===== src/rtl/hazard_scoreboard_pkg.sv =====
// Shared sizes, latency encodings and helpers for the register hazard scoreboard.
package hazard_scoreboard_pkg;
    localparam int REG_W     = 3;
    localparam int NREG      = 8;
    localparam int MAX_LOADS = 2;

    typedef enum logic [1:0] {
        LAT_FWD = 2'd0,
        LAT_1   = 2'd1,
        LAT_2   = 2'd2,
        LAT_VAR = 2'd3
    } lat_e;

    function automatic logic [NREG-1:0] onehot(input logic [REG_W-1:0] r);
        return NREG'(1) << r;
    endfunction
endpackage


===== src/rtl/hazard_scoreboard_sb_entry.sv =====
// One register's busy tracking: a fixed-latency countdown or an open-ended load slot.
module sb_entry
    import hazard_scoreboard_pkg::*;
(
    input  logic clk,
    input  logic rst,
    input  logic set_fixed,
    input  logic set_var,
    input  lat_e lat,
    input  logic flush,
    input  logic wb_clear,
    output logic busy,
    output logic is_var
);
    logic [1:0] cnt;

    // A new producer outranks a same-cycle writeback clear; flush only drops fixed entries.
    always_ff @(posedge clk) begin
        if (rst) begin
            busy   <= 1'b0;
            is_var <= 1'b0;
            cnt    <= 2'd0;
        end else if (set_fixed) begin
            busy   <= 1'b1;
            is_var <= 1'b0;
            cnt    <= lat;
        end else if (set_var) begin
            busy   <= 1'b1;
            is_var <= 1'b1;
            cnt    <= 2'd0;
        end else if (flush && !is_var) begin
            busy <= 1'b0;
            cnt  <= 2'd0;
        end else if (wb_clear) begin
            busy   <= 1'b0;
            is_var <= 1'b0;
        end else if (busy && !is_var && cnt != 2'd0) begin
            cnt <= cnt - 2'd1;
            if (cnt == 2'd1) busy <= 1'b0;
        end
    end
endmodule


===== src/rtl/hazard_scoreboard.sv =====
// Register hazard scoreboard: tracks in-flight producers per register and gates issue
// until sources and destination are free, allowing a load writeback to bypass same cycle.
module hazard_scoreboard
    import hazard_scoreboard_pkg::*;
(
    input  logic             clk,
    input  logic             rst,
    input  logic             issue_valid,
    input  logic [REG_W-1:0] issue_rs1,
    input  logic [REG_W-1:0] issue_rs2,
    input  logic             issue_use1,
    input  logic             issue_use2,
    input  logic [REG_W-1:0] issue_rd,
    input  logic             issue_wr,
    input  logic [1:0]       issue_lat,
    output logic             issue_ready,
    input  logic             wb_valid,
    input  logic [REG_W-1:0] wb_rd,
    input  logic             flush,
    output logic [NREG-1:0]  pending,
    output logic             wb_err
);
    logic [NREG-1:0] busy_v;
    logic [NREG-1:0] var_v;
    logic [NREG-1:0] free_v;
    logic [NREG-1:0] wb_sel;
    logic [1:0]      loads_out;
    logic            wb_hit;
    logic            load_cap;
    logic            accept;
    logic            lat_fixed;
    logic            var_accept;

    assign busy_v[0] = 1'b0;
    assign var_v[0]  = 1'b0;
    assign pending   = busy_v;

    // Only a writeback to a live load entry frees its register in the same cycle.
    always_comb begin
        wb_sel      = onehot(wb_rd);
        wb_hit      = wb_valid && busy_v[wb_rd] && var_v[wb_rd];
        free_v      = ~busy_v | (wb_hit ? wb_sel : '0);
        load_cap    = issue_wr && issue_lat == LAT_VAR &&
                      loads_out == 2'(MAX_LOADS) && !wb_hit;
        issue_ready = (!issue_use1 || free_v[issue_rs1]) &&
                      (!issue_use2 || free_v[issue_rs2]) &&
                      (!issue_wr   || free_v[issue_rd])  && !load_cap;
        accept      = issue_valid && issue_ready && !flush;
        lat_fixed   = issue_lat == LAT_1 || issue_lat == LAT_2;
        var_accept  = accept && issue_wr && issue_rd != '0 && issue_lat == LAT_VAR;
    end

    for (genvar r = 1; r < NREG; r++) begin : g_entry
        sb_entry u_entry (
            .clk       (clk),
            .rst       (rst),
            .set_fixed (accept && issue_wr && lat_fixed && issue_rd == REG_W'(r)),
            .set_var   (var_accept && issue_rd == REG_W'(r)),
            .lat       (lat_e'(issue_lat)),
            .flush     (flush),
            .wb_clear  (wb_hit && wb_sel[r]),
            .busy      (busy_v[r]),
            .is_var    (var_v[r])
        );
    end

    // Outstanding-load count; a simultaneous accept and return cancel out.
    always_ff @(posedge clk) begin
        if (rst) begin
            loads_out <= 2'd0;
            wb_err    <= 1'b0;
        end else begin
            if (var_accept && !wb_hit)      loads_out <= loads_out + 2'd1;
            else if (!var_accept && wb_hit) loads_out <= loads_out - 2'd1;
            wb_err <= wb_valid && !wb_hit;
        end
    end
endmodule


===== config.mk =====
export PLATFORM = sky130hd
export DESIGN_NAME = hazard_scoreboard
export DESIGN_NICKNAME = d
export VERILOG_FILES = /design/src/rtl/hazard_scoreboard_pkg.sv /design/src/rtl/hazard_scoreboard_sb_entry.sv /design/src/rtl/hazard_scoreboard.sv
export SDC_FILE = /design/constraint.sdc
export NUM_CORES = 1
export LEC_CHECK = 0
export BUFFER_PORTS_ARGS = -buffer_cell sky130_fd_sc_hd__buf_4
export CAP_MARGIN = 30
export CORE_MARGIN = 2
export CORE_UTILIZATION = 60
export DETAILED_ROUTE_END_ITERATION = 10
export MAX_ROUTING_LAYER = met4
export PLACE_DENSITY = 0.81
export SLEW_MARGIN = 20
export SYNTH_ARGS = -nofsm -noshare
export SYNTH_HDL_FRONTEND = slang
export SYNTH_SLANG_ARGS = --single-unit

===== constraint.sdc =====
create_clock -name clk -period 3.6 [get_ports clk]
set_input_delay 0.72 -clock clk [delete_from_list [all_inputs] [get_ports clk]]
set_output_delay 0.72 -clock clk [all_outputs]
set_load 0.005 [all_outputs]

# ---- Yosys cells after proc, flatten, opt, wreduce, memory -nomap -nowiden
# Cells that the tools add are included.
dict set report totals {
  out_inout_bits 10
  regBits 31
  inputBits 22
  elab_cells 324
}
dict set report op_classes {
  reduce_logical 142
  n_bitwise 2
  n_lt_le_gt_ge 4
  mux 111
  eq_ne 32
  n_addsub 9
  shifts 1
}
# op n
set ops {}
lappend ops {{$mux W2} 37}
lappend ops {{$reduce_bool A5 Y1} 14}
lappend ops {{$mux W1} 68}
lappend ops {{$logic_and A1 B1 Y1} 59}
lappend ops {{$reduce_and A2 Y1} 21}
lappend ops {{$reduce_bool A2 Y1} 15}
lappend ops {{$ne A4 B2 Y1 const B} 7}
lappend ops {{$reduce_bool A4 Y1} 7}
lappend ops {{$eq A2 B1 Y1 const B} 8}
lappend ops {{$lt A3 B4 Y1 const B} 4}
lappend ops {{$sub A2 B1 Y2 const B} 8}
lappend ops {{$bmux W1 S3} 5}
lappend ops {{$logic_not A1 Y1} 14}
lappend ops {{$ne A2 B1 Y1 const B} 7}
lappend ops {{$reduce_or A2 Y1} 7}
lappend ops {{$eq A3 B3 Y1 const B} 4}
lappend ops {{$mux W8} 1}
lappend ops {{$not A8 Y8} 1}
lappend ops {{$or A8 B8 Y8} 1}
lappend ops {{$shl A1 B3 Y8 const A} 1}
lappend ops {{$eq A2 B2 Y1 const B} 3}
lappend ops {{$eq A3 B2 Y1 const B} 2}
lappend ops {{$logic_or A1 B1 Y1} 4}
lappend ops {{$eq A3 B1 Y1 const B} 1}
lappend ops {{2 further kinds} 2}

# ---- Longest topological paths before layout
dict set report logic_depth {
  word_depth 21
  mapped_depth 14
  ltp_nobuf 11
}

# ---- By module
# From an unflattened synthesis, not the netlist that was laid out.
dict set report hier_totals {
  hier_cells 333
  area_unflattened_um2 2855.2
}
# mod cells_each instances seq_area_each_um2 area_per_inst_um2
set modules_own_cells {}
lappend modules_own_cells {sb_entry 26 7 80.1 245.2}
lappend modules_own_cells {hazard_scoreboard 151 1 60.1 1138.6}

# ---- Worst setup path after synthesis
# Ideal clock, no wire load.
dict set report synth_timing {
  kind {input-to-reg}
  startpoint {input wb_rd[0]}
  endpoint {register loads_out[1]}
  cell_stages 13
  setup_ps 70
  arrival_ps 3274
  t_required_ps 3530
  path_buffers 3
  slack_ps 256
  path_cell_list {buf_4 buf_2 inv_1 o32ai_1 a211o_1 a21oi_1 a31oi_1 buf_2 nand2_1 nor4_1 ha_1 or3_1 a21oi_1}
}
dict set report synth_between {
  elab_chain_len 20
  word_cells_on_any_way 34
  classes_between {shift (1); mux (12); bitwise (1); reduce/logical (20)}
}
# element line_no
set synth_rtl {}
lappend synth_rtl {{from (decl)} hazard_scoreboard.sv:18} ;# input logic [REG_W-1:0] wb_rd,
lappend synth_rtl {{$bmux W1 S3} hazard_scoreboard.sv:41} ;# wb_hit = wb_valid && busy_v[wb_rd] && var_v[wb_rd];
lappend synth_rtl {{$mux W1 (implied by the code)} hazard_scoreboard.sv:41}
lappend synth_rtl {{$logic_and A1 B1 Y1 (2 in series)} hazard_scoreboard.sv:41}
lappend synth_rtl {{$mux W8} hazard_scoreboard.sv:42} ;# free_v = ~busy_v | (wb_hit ? wb_sel : '0);
lappend synth_rtl {{$or A8 B8 Y8} hazard_scoreboard.sv:42}
lappend synth_rtl {{$bmux W1 S3 (on tied branches)} {hazard_scoreboard.sv:45, hazard_scoreboard.sv:46}}
lappend synth_rtl {{$mux W1 (on tied branches)} {hazard_scoreboard.sv:45, hazard_scoreboard.sv:46}}
lappend synth_rtl {{$logic_or A1 B1 Y1 (on tied branches)} {hazard_scoreboard.sv:45, hazard_scoreboard.sv:46}}
lappend synth_rtl {{$logic_and A1 B1 Y1} hazard_scoreboard.sv:45} ;# issue_ready = (!issue_use1 || free_v[issue_rs1]) &&
lappend synth_rtl {{$logic_and A1 B1 Y1} hazard_scoreboard.sv:46} ;# (!issue_use2 || free_v[issue_rs2]) &&
lappend synth_rtl {{$logic_and A1 B1 Y1} hazard_scoreboard.sv:47} ;# (!issue_wr || free_v[issue_rd]) && !load_cap;
lappend synth_rtl {{$logic_and A1 B1 Y1 (2 in series)} hazard_scoreboard.sv:48} ;# accept = issue_valid && issue_ready && !flush;
lappend synth_rtl {{$logic_and A1 B1 Y1 (3 in series)} hazard_scoreboard.sv:50} ;# var_accept = accept && issue_wr && issue_rd != '0 && issue_lat == LAT_VAR;
lappend synth_rtl {{$logic_not A1 Y1} hazard_scoreboard.sv:74} ;# else if (!var_accept && wb_hit) loads_out <= loads_out - 2'd1;
lappend synth_rtl {{$logic_and A1 B1 Y1} hazard_scoreboard.sv:74}
lappend synth_rtl {{$reduce_bool A2 Y1 (no source line)} --}
lappend synth_rtl {{to (signal assigned)} hazard_scoreboard.sv:73} ;# if (var_accept && !wb_hit) loads_out <= loads_out + 2'd1;
lappend synth_rtl {{to (signal assigned)} hazard_scoreboard.sv:74}
lappend synth_rtl {{to (decl)} hazard_scoreboard.sv:27} ;# logic [1:0] loads_out;
# Several ways; a longest one is shown, not always the timed one. The select of a mux whose other input is x is not followed.
# A chain may end at the register's enable or synchronous reset.

# ---- Final worst setup path
dict set report layout_timing {
  startpoint {input wb_rd[1]}
  endpoint {output issue_ready}
}
dict set report layout_between {
  elab_chain_len 12
  word_cells_on_any_way 24
  classes_between {shift (1); mux (11); bitwise (1); reduce/logical (11)}
}
# element line_no
set layout_rtl {}
lappend layout_rtl {{$bmux W1 S3} hazard_scoreboard.sv:41}
lappend layout_rtl {{$mux W1 (implied by the code)} hazard_scoreboard.sv:41}
lappend layout_rtl {{$logic_and A1 B1 Y1 (2 in series)} hazard_scoreboard.sv:41}
lappend layout_rtl {{$mux W8} hazard_scoreboard.sv:42}
lappend layout_rtl {{$or A8 B8 Y8} hazard_scoreboard.sv:42}
lappend layout_rtl {{$bmux W1 S3 (on tied branches)} {hazard_scoreboard.sv:45, hazard_scoreboard.sv:46}}
lappend layout_rtl {{$mux W1 (on tied branches)} {hazard_scoreboard.sv:45, hazard_scoreboard.sv:46}}
lappend layout_rtl {{$logic_or A1 B1 Y1 (on tied branches)} {hazard_scoreboard.sv:45, hazard_scoreboard.sv:46}}
lappend layout_rtl {{$logic_and A1 B1 Y1} hazard_scoreboard.sv:45}
lappend layout_rtl {{$logic_and A1 B1 Y1} hazard_scoreboard.sv:46}
lappend layout_rtl {{$logic_and A1 B1 Y1 *} hazard_scoreboard.sv:47}
lappend layout_rtl {{to (decl)} hazard_scoreboard.sv:16} ;# output logic issue_ready,
# Every way passes the cells marked *; elsewhere a longest branch is shown, timed or not. The select of a mux whose other input is x is not followed.

==> results.toml <==
[die]
coreArea_um2 = 4660
initial_core_util = 0.614
num_io_pins = 32
fp-row-count = 25
die_area_um2 = 5340
fp.dieH_um = 73.1
die_x_um = 73.1

[timing]
fin_crit_sh = 0.884
rsz0062_at_grt = "false"
fin_crit_ps = 3180
tightest_slew_ps = 664
hold_violations = 0
max_freq_ghz = 0.314
fin_skew_ps = 7.02
relSlewSlack = 0.557
fin_setup_tns_ps = 0
final_max_slew_viol_count = 0
hold_slack_ps = 500
finalSetupViolCount = 0

[power]
power_density_nw_per_um2 = 284
finalPower_mw = 0.886
vdd_drop_max_v = 0.000213
leakagePower_nw = 1.20

[global_route]
grt_pass1_wl_mm = 13.3
grt_usage = 0.331
use_met2 = 0.504
use_met3 = 0.0663
met1_usage = 0.438
grt_antenna_before_repair = 0
busiest_layer = "met2"
overflow = 0
first_global_vias = 2799
grt_max_degree = 42

[place]
dp.final_hpwl_mm = 6.00
portBuffers = 30
dp_cells = 446
place_congestion = 0.968

[critical_path]
worstSetupPathType = "in2out"
r2r_setup_slack_ps = 840
worstRegToRegCells = 10
end_kind = "output port"
r2r-end = "loads_out[1]"
crit_arrival_ps = 2460
r2r_start = "g_entry[5].u_entry.is_var"
required_ps = 2880
start_kind = "primary input"
cp_max_fo = 17

[flow_run]
drv_cap = 0

[yosys]
yosys.area.top_type_share = 0.217
syn_area_per_cell_um2 = 7.34
syn_area_um2 = 2860
synth_cell_types = 62
yosysSeqAreaShare = 0.217
async_reset_ff_frac = 0
yosys_most_used_dff = "dfxtp_1"
ys_warn_count = 0
synth_area_leaders = "dfxtp_1, ha_1, a21oi_1, o21ai_0, nand2_1"
yosysTopAreaCell = "dfxtp_1"
postSynthNetCount = 428
synth-seq-cells = 31
synth_cells = 390
synth_edf_count = 0

[hold_path]
hold_path.class = "reg2reg"
min_from = "loads_out[1]"
min_delay_worst_endpoint = "loads_out[1]"
holdPathStages = 2

[clocking]
cts_tree = "done"
clockRootBuffer = "clkbuf_8"
cts_hold_buf = 0
cts-htree-levels = 2
clkTransAtPathRegs_ps = 70
cts_sinks = 31
ctsLongestPathBuffers = 2
cts_resized = 0
postCtsSetupBuffers = 0
insertion_delay_ps = 290
cts_buffers = 5

[route]
drcViolationCount = 0
dr.pass1.iters = 6
wirelength_mm = 8.39
antenna_left = 0
routed_via_density = 6.75
drt_iter0_markers = 389
route.detailed.wl_per_inst_um = 18.5
num_vias = 3066

[layout]
area_growth_pct = 9.13
diodes = 0
utilization = 0.670
final_net_count = 437
final_common_cell = "a21oi_1"
instances_no_fill = 454
final_layout_size_suffix_gt1_frac = 0.135
layout_common_cells = "a21oi_1, buf_4, nand2_1, dfxtp_1, nor2_1"

[status]
status = "completed"
## report_power, final
group | leakage, nW | switching [mW] | internal [mW]
registers | 0.252 | 0.00635 | 0.352
clock network | 0.0612 | 0.141 | 0.224
logic | 0.884 | 0.101 | 0.0614
## per-layer routing
metal	part of all wire	wire [um]	up-vias
met5	0	0	-
met4	0.023	197	0
li1	-	-	1445
met1	0.43	3630	1410
met3	0.10	879	23
met2	0.44	3680	188
## worst max-delay path, cell delays in order
cell and delay [ps]:
buf_4 170, nand4b_1 260, o21ai_0 270, mux2i_1 110
o31a_1 270, a31oi_2 210, nand2_1 110, a21oi_1 190
buf_4 150
## cell usage after synthesis, drive strengths merged, types with 2 or more instances
cell,n
a32o,2
or2,3
a221oi,13
a21oi,35
nand2b,6
o31a,2
a211o,2
o211ai,6
ha,16
nand2,31
o22ai,2
or4b,2
a21boi,3
o21a,4
a31oi,2
buf,19
nor3b,3
mux2i,5
nand4,12
a41oi,2
inv,27
a211oi,8
and3,7
and4,3
nand3,13
nor3,3
o21ai,24
nor2,30
dfxtp,31
nand4b,6
xor2,2
mux2,2
clkbuf,12
nor2b,12
o21bai,4
a21o,6
o2111ai,3
and2,8
## final cells by class
type / count / area [um2]
sequential: 31 / 621
timing repair buffer: 33 / 248
inverter: 27 / 101
multi-input combinational: 301 / 1970
fill: 392 / 1540
clock inverter: 2 / 35.0
tap: 54 / 67.6
clock buffer: 6 / 82.6
## sequential cells by signal (all words and copies together), names as in the netlist
| name | cells |
|---|---|
| g_entry.u_entry.cnt | 14 |
| g_entry.u_entry.is_var | 7 |
| g_entry.u_entry.busy | 7 |
| wb_err | 1 |
| loads_out | 2 |
## logic make-up (layout without fill, tap and decap cells)
logic type                 Yosys count  after routing  synth area share
buffers and inverters               58             68            0.0975
xor gates and xnor gates             2              2           0.00612
DFF                                 31             31             0.217
AOI/OAI and AO/OA                  127            127             0.297
other                                1              1           0.00131
muxes                                7              7            0.0253
adders and majority gates           16             16            0.0699
and+or+nand+nor                    148            148             0.286
## through the flow
step                      worst slack, ps  cell area [um2]
after floorplan                       256             2860
after global placement                428             3010
after detailed placement              381             3010
after CTS                             486             3120
after global routing                  260             3120
final                                 418             3120
## how the worst max path moves through the flow
stage	depth (start not counted)	slack [ps]	start	to
finish	9	420	wb_rd[1]	issue_ready
global route	9	260	wb_rd[1]	issue_ready
CTS	9	490	wb_rd[1]	issue_ready
detailed placement	10	380	wb_rd[2]	loads_out[1]
global placement	11	430	wb_rd[1]	loads_out[1]
floorplan	13	260	wb_rd[0]	loads_out[1]
No activity file was read; power rests on OpenSTA's default activity.
